<file path="src/rtl/booth8_row_accumulator_pkg.sv">
// rtl/booth8_row_accumulator_pkg.sv - shared widths, state enum and row alignment helper
package booth8_row_accumulator_pkg;

    localparam int X_W         = 13;
    localparam int Y_W         = 12;
    localparam int ROW_W       = 16;
    localparam int ACC_W       = 28;
    localparam int PROD_W      = 25;
    localparam int N_DIGITS    = 4;
    localparam int DIGIT_SHIFT = 3;
    localparam int YREG_W      = Y_W + 1;
    localparam int K_W         = $clog2(N_DIGITS);

    typedef enum logic [1:0] {
        IDLE = 2'd0,
        RUN  = 2'd1,
        DONE = 2'd2
    } state_t;

    // One's-complement row plus its +1 correction, aligned to digit position k.
    function automatic logic [ACC_W-1:0] row_term(
        input logic [ROW_W-1:0] row,
        input logic             neg,
        input logic [K_W-1:0]   k
    );
        logic [ACC_W-1:0] t;
        t = {{(ACC_W-ROW_W){row[ROW_W-1]}}, row} + {{(ACC_W-1){1'b0}}, neg};
        return t << (DIGIT_SHIFT * int'(k));
    endfunction

endpackage

</file>
<file path="src/rtl/booth8_digit_shifter.sv">
// rtl/booth8_digit_shifter.sv - multiplier register yielding overlapping radix-8 Booth digits
module booth8_digit_shifter
    import booth8_row_accumulator_pkg::*;
(
    input  logic           clk,
    input  logic           rst,
    input  logic           load,
    input  logic           shift,
    input  logic [Y_W-1:0] mplier,
    output logic [3:0]     digit
);

    logic [YREG_W-1:0] yreg;

    // Appended zero is the implicit y[-1]; arithmetic shift keeps the sign for the top digit.
    always_ff @(posedge clk) begin
        if (rst) begin
            yreg <= '0;
        end else if (load) begin
            yreg <= {mplier, 1'b0};
        end else if (shift) begin
            yreg <= {{DIGIT_SHIFT{yreg[YREG_W-1]}}, yreg[YREG_W-1:DIGIT_SHIFT]};
        end
    end

    assign digit = yreg[3:0];

endmodule

</file>
<file path="src/rtl/booth8_row_accumulator.sv">
// rtl/booth8_row_accumulator.sv - sequential radix-8 Booth 13x12 signed multiplier around an external row generator
module booth8_row_accumulator
    import booth8_row_accumulator_pkg::*;
(
    input  logic              clk,
    input  logic              rst,
    input  logic              start_i,
    output logic              ready_o,
    input  logic [X_W-1:0]    mcand_i,
    input  logic [Y_W-1:0]    mplier_i,
    output logic [3:0]        digit_o,
    output logic [ROW_W-1:0]  row_src_o,
    input  logic [ROW_W-1:0]  row_i,
    output logic [PROD_W-1:0] prod_o,
    output logic              prod_valid_o,
    input  logic              prod_ready_i
);

    state_t            state;
    logic [K_W-1:0]    k;
    logic [ACC_W-1:0]  acc;
    logic [ROW_W-1:0]  row_src;
    logic [3:0]        digit;
    logic              accept;
    logic              run;
    logic              unused_acc_hi;

    assign accept = start_i && (state == IDLE);
    assign run    = (state == RUN);

    booth8_digit_shifter u_digit_shifter (
        .clk    (clk),
        .rst    (rst),
        .load   (accept),
        .shift  (run),
        .mplier (mplier_i),
        .digit  (digit)
    );

    always_ff @(posedge clk) begin
        if (rst) begin
            state   <= IDLE;
            k       <= '0;
            acc     <= '0;
            row_src <= '0;
        end else begin
            case (state)
                IDLE: begin
                    if (start_i) begin
                        row_src <= {{(ROW_W-X_W){mcand_i[X_W-1]}}, mcand_i};
                        acc     <= '0;
                        k       <= '0;
                        state   <= RUN;
                    end
                end
                RUN: begin
                    acc <= acc + row_term(row_i, digit[3], k);
                    k   <= k + 1'b1;
                    if (k == K_W'(N_DIGITS - 1)) begin
                        state <= DONE;
                    end
                end
                DONE: begin
                    if (prod_ready_i) begin
                        state <= IDLE;
                    end
                end
                default: state <= IDLE;
            endcase
        end
    end

    // A zero digit outside RUN makes the generator return a zero row.
    assign digit_o       = run ? digit : 4'b0000;
    assign row_src_o     = row_src;
    assign ready_o       = (state == IDLE);
    assign prod_valid_o  = (state == DONE);
    assign prod_o        = acc[PROD_W-1:0];
    assign unused_acc_hi = ^acc[ACC_W-1:PROD_W];

endmodule

</file>
<file path="config.mk">
export PLATFORM = sky130hd
export DESIGN_NAME = booth8_row_accumulator
export DESIGN_NICKNAME = d
export VERILOG_FILES = /design/src/rtl/booth8_row_accumulator_pkg.sv /design/src/rtl/booth8_digit_shifter.sv /design/src/rtl/booth8_row_accumulator.sv
export SDC_FILE = /design/constraint.sdc
export NUM_CORES = 1
export LEC_CHECK = 0
export ABC_AREA = 1
export CORE_MARGIN = 3
export CORE_UTILIZATION = 60
export DETAILED_ROUTE_END_ITERATION = 6
export DONT_BUFFER_PORTS = 1
export PLACE_DENSITY_LB_ADDON = 0.12
export SLEW_MARGIN = 10
export SYNTH_ARGS = -nofsm -noshare
export SYNTH_HDL_FRONTEND = slang
export SYNTH_SLANG_ARGS = --single-unit
</file>
<file path="constraint.sdc">
create_clock -name clk -period 6.3 [get_ports clk]
set_input_delay 0.63 -clock clk [delete_from_list [all_inputs] [get_ports clk]]
set_output_delay 0.63 -clock clk [all_outputs]
set_load 0.01 [all_outputs]
</file>
After elaboration in Yosys (flattened, before gate mapping)
Index checks and enable logic that the tools add are counted.

Bits in registers: 58. Bits of input ports: 45. Output and inout port bits: 47. Word-level logic and storage cells: 37.

Add/sub/neg operators: 3. $mul: 1. Equality and inequality tests: 6. Shifts and indexed selects: 1. Multiplexer cells: 11. Reduce and logical (&&, ||, !) cells: 8.

Operators with widths (number): case mux 28 bit (2 select lines) (1); adder 28 bit (1); 2-to-1 mux 28 bit (1); left shift 28 x 4 -> 28 bit (1); adder 16 x 2 -> 17 bit (1); 2-to-1 mux 13 bit (1); 2-to-1 mux 12 bit (1); 2-to-1 mux 2 bit (4); case mux 2 bit (3 select lines) (1); equality test 2 bit (second input constant) (2); multiplier 2 x 2 -> 4 bit (first input constant) (1); 2-to-1 mux 4 bit (1); != test 2 x 1 -> 1 bit (second input constant) (2); case mux 2 bit (2 select lines) (1); AND reduction 2 bit (2); nonzero test 2 bit (2); AND reduction 3 bit (1); adder 2 x 1 -> 2 bit (second input constant) (1); equality test 2 x 1 -> 1 bit (second input constant) (1); zero test 2 bit (1); != test 2 bit (second input constant) (1); OR reduction 2 bit (1); logical AND 1 bit (1).

Longest topological paths before layout
Gate-level depths: netlist of run 1.

Word-level depth: 4. Mapped depth: 27. Mapped depth without buffers: 27.

By module
A second synthesis of run 1 with hierarchy kept.

Cell total of the unflattened synthesis: 770. Area, all modules: 4710.8 um^2.

By module, submodules not included: booth8_row_accumulator (times used 1, cells an instance 672, area an instance 4057.6 um^2, seq. area each 840.8 um^2); booth8_digit_shifter (times used 1, cells an instance 98, area an instance 653.1 um^2, seq. area each 260.2 um^2).

Worst setup path before layout of run 1
OpenSTA, ideal clock, no wires.

Path type: reg-to-reg. From: reg k[0]. To: reg acc[21]. Library setup time: 134 ps. Arrival: 3437 ps. Path slack: 2729 ps. Cell stages (with the launch flop): 24. Clock period less this slack: 3571 ps. Cells stage by stage: dfxtp_1 inv_1 buf_2 buf_2 ha_1 buf_4 clkinv_1 clkbuf_1 o21ai_0 o21ai_0 mux2i_1 ha_1 nand2_1 nor2_1 and2_1 nand4_1 nand3_1 nand2_1 nand2_1 inv_1 o21bai_1 a21oi_1 o21ai_0 a21oi_1.

Word-level cells in the longest chain between the ends: 4.

RTL lines: from (decl) (line booth8_row_accumulator.sv:20) `logic [K_W-1:0] k;`; from (signal assigned) (line booth8_row_accumulator.sv:58) `k <= k + 1'b1;`; multiplier 2 x 2 -> 4 bit (line booth8_row_accumulator_pkg.sv:28) `return t << (DIGIT_SHIFT * int'(k));`; left shift 28 x 4 -> 28 bit (line booth8_row_accumulator_pkg.sv:28); adder 28 bit (line booth8_row_accumulator.sv:57) `acc <= acc + row_term(row_i, digit[3], k);`; case mux 28 bit (2 select lines) (line booth8_row_accumulator.sv:47) `case (state)`; to (signal assigned) (line booth8_row_accumulator.sv:57); to (decl) (line booth8_row_accumulator.sv:21) `logic [ACC_W-1:0] acc;`.

No other way between the ends. A chain may end at the register's enable or synchronous reset.

Worst setup path in the final report of run 1
Same ends and word-level chain as after synthesis.

==> run metrics, run 1 <==
Total Routing Usage GR 0.266; clk_skew around 9.0 ps; distinct cell type count after synthesis 38; max-capacitance violation count 0; post-synth top area share 0.244; crit path launch type register; met3 routed WL between 800 and 900 um; cts bufs inserted 5; Hold WS ~370 ps; Syn Area/Cell 6.30 um^2; Initial DRT Pass Iterations 5; wire length on met2 5.37 mm; gr ovfl total 0; die height roughly 93 um; Yosys warning total 0; final number of max-transition violations 0; Max H-tree Level 2; kind of critical path reg2reg; TritonCTS clock tree yes; Final ANT Viol Nets 0; Final WS setup roughly 1200 ps; Critical Path AT between 5000 and 6000 ps; outcome finished clean; RSZ-0062 raised after global routing false; layout cells sized above 1 0.0722; HP Class in2reg; Synth area leaders dfxtp_1, nand2_1, a21oi_1; worst-path fanout max 23; placed cell areas 4500 um^2; required time of the worst setup path 6500 ps; Crit path largest cell delay 750 ps; Final Cell Area roughly 4600 um^2; Sink Count 55; most frequent cell after synthesis nand2_1; worst-skew pair later-pin latency between 300 and 400 ps; asr flop ratio synth 0; Buf/Inv on CP 3; register area share after synthesis 0.244; antenna violations before repair 0; Worst path slowest cell ha_1; Synth Instances approximately 700; Fmax 198 MHz; CP dominant cell by count nand2_1; Routed met1 length roughly 4.9 mm; routability congestion estimate about 0.93; via count between 4000 and 5000; most frequent cells after synthesis nand2_1, a21oi_1, nor2_1, o21ai_0, inv_1; final worst path period share 0.804; Leakage 2.02 nW; drt drc 0; IR drop worst, VDD roughly 0.15 mV; Post-synth EDFFs 0; slew margin rel. 0.436; # IOs 92; routed wire length about 11 mm; die area 8600 um^2; Area Growth Syn to Fin 1.94%; n_diodes 0; Max Root-Sink Buffers 2; # nets final approximately 770; post-cts sizing count 0; largest net degree at the start of global routing 43; Worst setup EP type register; Yosys reg bits 55; Iteration-0 DRC Markers ~340; CTS root buf clkbuf_8; post-CTS setup buffer count 0; Tot Pwr between 0.001 and 0.0015 W; CTS hold repair buffers 0; crit path time final 5060 ps; cell-by-cell trace of the critical path inv_1, ha_1, clkinv_1, o21ai_0, nand2_1, o21ai_0, mux2i_1, ha_1, nand2_1, nor2_1, and2_1, nand4_1, nand3_1, nand2_1, nand2_1, inv_1, o21bai_1, a21oi_1, o21ai_0, a21oi_1; Initial Util 0.640; Synth area leader dfxtp_1; WL/cell between 10 and 15 um; Core ar. roughly 7100 um^2; Die Wd approximately 93 um; Setup WS pre-CTS approximately 1400 ps; pwr/cell area approximately 230 nW/um^2; final hold vios 0; Finish-stage setup viols 0; prevailing post-synth register cell dfxtp_1; Clk pin slew, worst setup/hold paths 110 ps; site row count 30; total negative slack 0 ps; Worst path top cell family by delay adder cells; Post-DP HPWL between 8 and 9 mm; Max Used Layer met4; first-pass GRT wire length about 19 mm; via/cell ratio ~5.8; number of global-route vias before repair about 4200; Slew @ Worst Pin around 850 ps; Syn Nets about 790; Mapped Area roughly 4500 um^2; buffers added on ports 0
==> where the power goes <==
part           leakage, nW  switching (W)  internal (W)
Sequential           0.452      0.0000424      0.000379
Combinational         1.52       0.000279      0.000140
Clock               0.0474       0.000123     0.0000901
Total                 2.02       0.000444      0.000609
==> per-stage QoR <==
stage               utilization  std cells
detailed placement        0.638        781
global placement          0.638        781
finish                    0.652        789
global route              0.652        789
floorplan                     -        716
CTS                       0.652        789
==> cell usage in the layout, fill, tap and decap left out, types with 2 or more instances in the layout <==
cell,instances
a211oi_1,2
a21o_1,2
a21oi_1,79
a221oi_1,4
a31oi_1,11
buf_4,2
clkbuf_8,6
dfxtp_1,55
ha_1,30
inv_1,59
inv_2,3
mux2i_1,7
nand2_1,165
nand2_2,8
nand3_1,44
nand3_2,9
nand4_1,7
nor2_1,74
nor2_2,3
nor2_4,6
nor3_1,6
o21ai_0,74
o21ai_1,6
o21ai_2,3
o21bai_1,4
o22ai_1,4
or2_2,4
xnor2_1,4
xor2_1,3
==> path summary, 6_finish.rpt <==
check	slack [ps]	from	endpoint	cells after the start
setup / recovery	1240	k[0]	acc[21]	20
hold / removal	370	rst	u_digit_shifter.yreg[8]	1
setup reg to reg	1240	k[0]	acc[21]	20
hold reg to reg	470	u_digit_shifter.yreg[2]	u_digit_shifter.yreg[2]	2
==> cell families (layout without fill, tap and decap cells) <==
family,count (synthesis),count (layout),share of synthesized area
xor gates and xnor gates,7,7,0.0136
buffers and inverters,96,73,0.0854
muxes,7,7,0.0155
DFF,55,55,0.244
and+or+nand+nor,330,330,0.328
adders and majority gates,31,31,0.0876
AOI/OAI and AO/OA,190,190,0.226
==> cell type report <==
class | instances | area (um^2)
Clock inverter | 2 | 16.3
Inverter | 63 | 236
Tap cell | 96 | 120
Multi-Input combinational cell | 565 | 3030
Clock buffer | 6 | 82.6
Fill cell | 689 | 2460
Timing Repair Buffer | 2 | 15.0
Sequential cell | 55 | 1100
==> state kept, by name, indices dropped and copies added, names as in the netlist <==
register              count
acc                      25
u_digit_shifter.yreg     13
row_src_o                13
k                         2
state                     2
==> layer usage <==
layer / GRT usage / vias to the layer above
li1: - / 2358
met1: 0.345 / 2058
met2: 0.453 / 160
met3: 0.0479 / 18
met4: 0.0745 / 0
met5: 0 / -
Power figures use the tool's default switching activity.
==> run 2: changes to the inputs <==
--- a/config.mk
+++ b/config.mk
@@ -7,7 +7,7 @@
 export LEC_CHECK = 0
 export ABC_AREA = 1
 export CORE_MARGIN = 3
-export CORE_UTILIZATION = 60
+export CORE_UTILIZATION = 59
 export DETAILED_ROUTE_END_ITERATION = 6
 export DONT_BUFFER_PORTS = 1
 export PLACE_DENSITY_LB_ADDON = 0.12
==> constraint.sdc (replaced) <==
create_clock -name clk -period 4.6 [get_ports clk]
set_input_delay 0.46 -clock clk [delete_from_list [all_inputs] [get_ports clk]]
set_output_delay 0.46 -clock clk [all_outputs]
set_load 0.01 [all_outputs]
==> run metrics, run 2 (same netlist as run 1, synthesis figures left out) <==
die height 93.5 um (+0.79%); Placed Instances 787 (+0.77%); max-capacitance violation count 0 (unchanged); Hold WS 184 ps (-182 ps); worst-path fanout max 21 (-8.7%); # IOs 92 (unchanged); Area Growth Syn to Fin 2.69%; routability congestion estimate 0.979 (+5.0%); Reg2Reg Setup Slack 410 ps (-830 ps); Leakage 2.04 nW (+0.84%); most frequent cells in the layout nand2_1, a21oi_1, nor2_1, o21ai_0, inv_1; clk_skew 14.9 ps (+5.84 ps); cts bufs inserted 5 (unchanged); Iteration-0 DRC Markers 289 (-15%); Die Wd 93.5 um (+0.79%); Initial DRT Pass Iterations 5 (unchanged); CTS hold repair buffers 0 (unchanged); Post-DP HPWL 9.17 mm (+4.3%); post-layout util 0.632 (-0.0198); via count 4596 (+0.044%); post-CTS setup buffer count 0 (unchanged); RSZ-0062 raised after global routing false; reg2reg end acc[21]; required time of the worst setup path 4810 ps (-1690 ps); Final Cell Area 4630 um^2 (+0.73%); HP Start rst; Total Routing Usage GR 0.274 (+0.00805); Multi-input gate area 3030 um^2 (unchanged); Worst setup EP type register; routed wire length 11.8 mm (+3.3%); site row count 31 (+3.3%); Biggest register acc; kind of critical path reg2reg; n_diodes 0 (unchanged); buffers added on ports 0 (unchanged); Critical Path AT 4400 ps (-860 ps); Fmax 239 MHz (+21%); first-pass GRT wire length 19.5 mm (+2.7%); IR drop worst, VDD 0.217 mV (+47%); pwr/cell area 322 nW/um^2 (+41%); Worst Hold Depth 1 (unchanged); Sink Count 55 (unchanged); final number of max-transition violations 0 (unchanged); WL/cell 14.8 um (+2.6%); slew margin rel. 0.374 (-0.0617); TritonCTS clock tree yes; antenna violations before repair 0 (unchanged); most common cell after layout, fill and taps aside nand2_1; post-cts sizing count 0 (unchanged); layout cells sized above 1 0.0748 (+0.00267); crit path launch type register; via/cell ratio 5.79 (-0.59%); crit path time final 4190 ps (-873 ps); reg2reg path depth 17 (-15%); Initial Util 0.616 (-0.0239); die area 8730 um^2 (+1.6%); Max H-tree Level 2 (unchanged); worst-skew pair later-pin latency 330 ps (about the same); gr ovfl total 0 (unchanged); drt drc 0 (unchanged); Crit. Startpoint k[0]; Seq. cell area 1100 um^2 (unchanged); outcome finished clean; Clk pin slew, worst setup/hold paths 110 ps (about the same); max FFs per register 25 (unchanged); Worst Hold End acc[0]; number of global-route vias before repair 4265 (+2.5%); total negative slack 0 ps (unchanged); placed cell areas 4530 um^2 (+0.58%); HP Class in2reg; Finished Layout Cells 794 (+0.63%); Slew @ Worst Pin 935 ps (+89.1 ps); Max Root-Sink Buffers 2 (unchanged); CTS root buf clkbuf_8; FF-to-FF Start k[0]; final hold vios 0 (unchanged); Core ar. 7330 um^2 (+3.9%); # nets final 771 (+0.39%); Layout fillers 707 (+2.6%); Finish-stage setup viols 0 (unchanged); final worst path period share 0.911 (+0.107); Final ANT Viol Nets 0 (unchanged); largest net degree at the start of global routing 43 (unchanged)
## run 2: how the worst max path moves through the flow
stage          endpoint  cells after the start
3_3_place_gp    acc[21]                     18
5_1_grt         acc[21]                     17
6_report        acc[21]                     17
4_1_cts         acc[21]                     18
3_5_place_dp    acc[21]                     18
2_1_floorplan   acc[21]                     23
## run 2: where the power goes
part	total (W)	internal [W]	switching, W
registers	0.000579	0.000519	0.0000594
clock network	0.000334	0.000160	0.000174
logic	0.000579	0.000195	0.000384
## run 2: critical path: stages, from the launching register on
cell and delay, ps:
dfxtp_1 470, inv_1 130, ha_1 610, inv_1 460
o21ai_0 440, o21ai_0 200, ha_1 400, nand2_1 100
o21ai_0 280, a21oi_1 110, nand3_1 170, nand2_1 70
nand2_1 130, inv_1 50, o21bai_1 150, a21oi_1 80
o21ai_0 130, a21oi_1 90
## run 2: final cells by class
| type | count | area share |
|---|---|---|
| Clock buffer | 5 | 0.0148 |
| Multi-Input combinational cell | 565 | 0.654 |
| Tap cell | 99 | 0.0267 |
| Clock inverter | 2 | 0.00810 |
| Sequential cell | 55 | 0.238 |
| Inverter | 63 | 0.0510 |
| Timing Repair Buffer | 5 | 0.00810 |
## run 2: routing by layer
| metal | vias up | part of all wire | routed length [um] | global-route usage |
|---|---|---|---|---|
| met5 | - | 0 | 0 | 0 |
| met4 | 0 | 0.018 | 207 | 0.0659 |
| met3 | 14 | 0.077 | 910 | 0.0652 |
| met2 | 162 | 0.46 | 5430 | 0.463 |
| met1 | 2057 | 0.44 | 5220 | 0.352 |
| li1 | 2363 | - | - | - |
## run 2: metrics by stage
step           worst slack, ps  power (W)
2_1_floorplan             1030    0.00104
3_3_place_gp               523    0.00115
3_5_place_dp               536    0.00116
4_1_cts                    516    0.00149
5_1_grt                   19.8    0.00160
6_report                   411    0.00149
==> run 3: changes to the inputs <==
--- a/config.mk
+++ b/config.mk
@@ -7,7 +7,7 @@
 export LEC_CHECK = 0
 export ABC_AREA = 1
 export CORE_MARGIN = 3
-export CORE_UTILIZATION = 59
+export CORE_UTILIZATION = 30
 export DETAILED_ROUTE_END_ITERATION = 6
 export DONT_BUFFER_PORTS = 1
 export PLACE_DENSITY_LB_ADDON = 0.12
==> run metrics, run 3 (same netlist as run 1, synthesis figures left out) <==
number of global-route vias before repair 4467 (+4.7%); max-capacitance violation count 0 (unchanged); Post-DP HPWL 10.5 mm (+14%); via/cell ratio 5.12 (-12%); Worst setup EP type register; routed wire length 13.3 mm (+13%); Core ar. 14600 um^2 (+100%); Total Routing Usage GR 0.164 (-0.110); Leakage 2.07 nW (+1.5%); worst-skew pair later-pin latency 300 ps (-30 ps); # nets final 772 (+0.13%); clk_skew 10.5 ps (-4.35 ps); gr ovfl total 0 (unchanged); antenna violations before repair 0 (unchanged); max FFs per register 25 (unchanged); logic gate share of total power 0.371 (-0.017); Initial DRT Pass Iterations 4 (-1); Initial Util 0.308 (-0.307); Final ANT Viol Nets 0 (unchanged); CTS root buf clkbuf_16; total negative slack 0 ps (unchanged); Reg2Reg Setup Slack 390 ps (-20 ps); die area 16600 um^2 (+89%); Finish-stage setup viols 0 (unchanged); Die Wd 129 um (+38%); drt drc 0 (unchanged); Final Cell Area 4800 um^2 (+3.6%); pwr/cell area 329 nW/um^2 (+2.3%); Area Growth Syn to Fin 6.40%; Fmax 237 MHz (-0.56%); kind of critical path reg2reg; Reg power frac 0.367 (-0.021); HP Class in2reg; outcome finished clean; Finished Layout Cells 881 (+11%); post-CTS setup buffer count 0 (unchanged); die height 129 um (+38%); reg2reg path depth 24 (+7); crit path time final 4210 ps (+23.8 ps); IR drop worst, VDD 0.193 mV (-11%); P_int 0.000936 W (+7.1%); first-pass GRT wire length 22.3 mm (+14%); switching portion of total power 0.408 (-0.00587); WL/cell 15.1 um (+1.9%); largest net degree at the start of global routing 43 (unchanged); n_diodes 0 (unchanged); Clock power frac 0.262 (+0.038); final worst path period share 0.916 (+0.00517); TritonCTS clock tree yes; Sink Count 55 (unchanged); post-layout util 0.328 (-0.304); crit path launch type register; Iteration-0 DRC Markers 254 (-12%); # IOs 92 (unchanged); buffers added on ports 0 (unchanged); most common cell after layout, fill and taps aside nand2_1; site row count 44 (+42%); Biggest register acc; routability congestion estimate 0.887 (-9.4%); worst-path fanout max 5 (-76%); via count 4513 (-1.8%); Placed Instances 873 (+11%); slew margin rel. 0.378 (+0.00326); P_sw 0.000645 W (+4.5%); Max Root-Sink Buffers 2 (unchanged); final hold vios 0 (unchanged); placed cell areas 4640 um^2 (+2.5%); Clk pin slew, worst setup/hold paths 80 ps (-30 ps); RSZ-0062 raised after global routing false; most frequent cells in the layout nand2_1, a21oi_1, nor2_1; cts bufs inserted 5 (unchanged); layout cells sized above 1 0.0789 (+0.00409); required time of the worst setup path 4780 ps (-30 ps); Worst Hold Depth 1 (unchanged); Critical Path AT 4400 ps (about the same); final number of max-transition violations 0 (unchanged); Max H-tree Level 2 (unchanged); Slew @ Worst Pin 933 ps (-2.45 ps)
run 3: cell count changes in the layout (fill, tap and decap cells not counted):
cell and change:
o21ai_1 +1, o21ai_0 -1, clkinv_1 -1, bufinv_16 -1
clkbuf_8 -4, clkbuf_16 +5, inv_6 +2, buf_4 +1
run 3: through the flow:
stage                     setup slack (ps)  hold slack [ps]  power [W]
after floorplan                       1030              430    0.00104
after global placement                 274              444    0.00118
after detailed placement               342              450    0.00118
after CTS                              335              214    0.00160
after global routing                  18.5              208    0.00172
final                                  387              218    0.00158
run 3: path summary, 6_finish.rpt:
kind                                              start                  endpoint
worst max register to register  u_digit_shifter.yreg[3]                   acc[21]
worst min-delay path                                rst  u_digit_shifter.yreg[11]
worst max-delay path            u_digit_shifter.yreg[3]                   acc[21]
worst min register to register  u_digit_shifter.yreg[0]   u_digit_shifter.yreg[0]
run 3: critical path, stage by stage (launching register included):
cell      delay, ps
dfxtp_1         400
ha_1            190
ha_1            200
nand3_2         140
inv_2           120
nand2_2          80
xor2_1          230
nand2_1          70
o21ai_0         110
o21ai_0         160
o21ai_0         370
mux2i_1         210
ha_1            400
nand2_1         120
nor2_1          160
and2_1          180
nand4_1         100
nand3_1         170
nand2_1          70
nand2_1         130
inv_1            60
o21bai_1        140
a21oi_1          80
o21ai_0         130
a21oi_1          80
run 3: area by class of cell:
type	instances	area, um^2
repair buffers	6	45.0
flip-flops and latches	55	1100
well taps	184	230
inverters	63	240
fillers	1633	9840
clock inverters	2	17.5
clock buffers	6	139
multi-input cells	565	3030
run 3: power groups by stage:
stage          logic (W)  registers, W  clock network [W]
2_1_floorplan   0.000464      0.000572                  0
3_3_place_gp    0.000583      0.000594                  0
3_5_place_dp    0.000585      0.000594                  0
4_1_cts         0.000588      0.000583           0.000426
5_1_grt         0.000683      0.000589           0.000451
6_report        0.000586      0.000581           0.000414
run 3: routing by layer:
metal,up-vias,share of wire,wire [um],global-route usage
met3,13,0.055,735,0.0328
met1,2037,0.49,6480,0.225
li1,2362,-,-,-
met5,-,0,0,0
met4,0,0.013,167,0.0420
met2,101,0.45,5930,0.266
run 3: repair_timing:
item	4_1_cts	5_1_grt
gates resized for setup	0	2
hold buffers	0	0
endpoints found under the setup margin	0	2
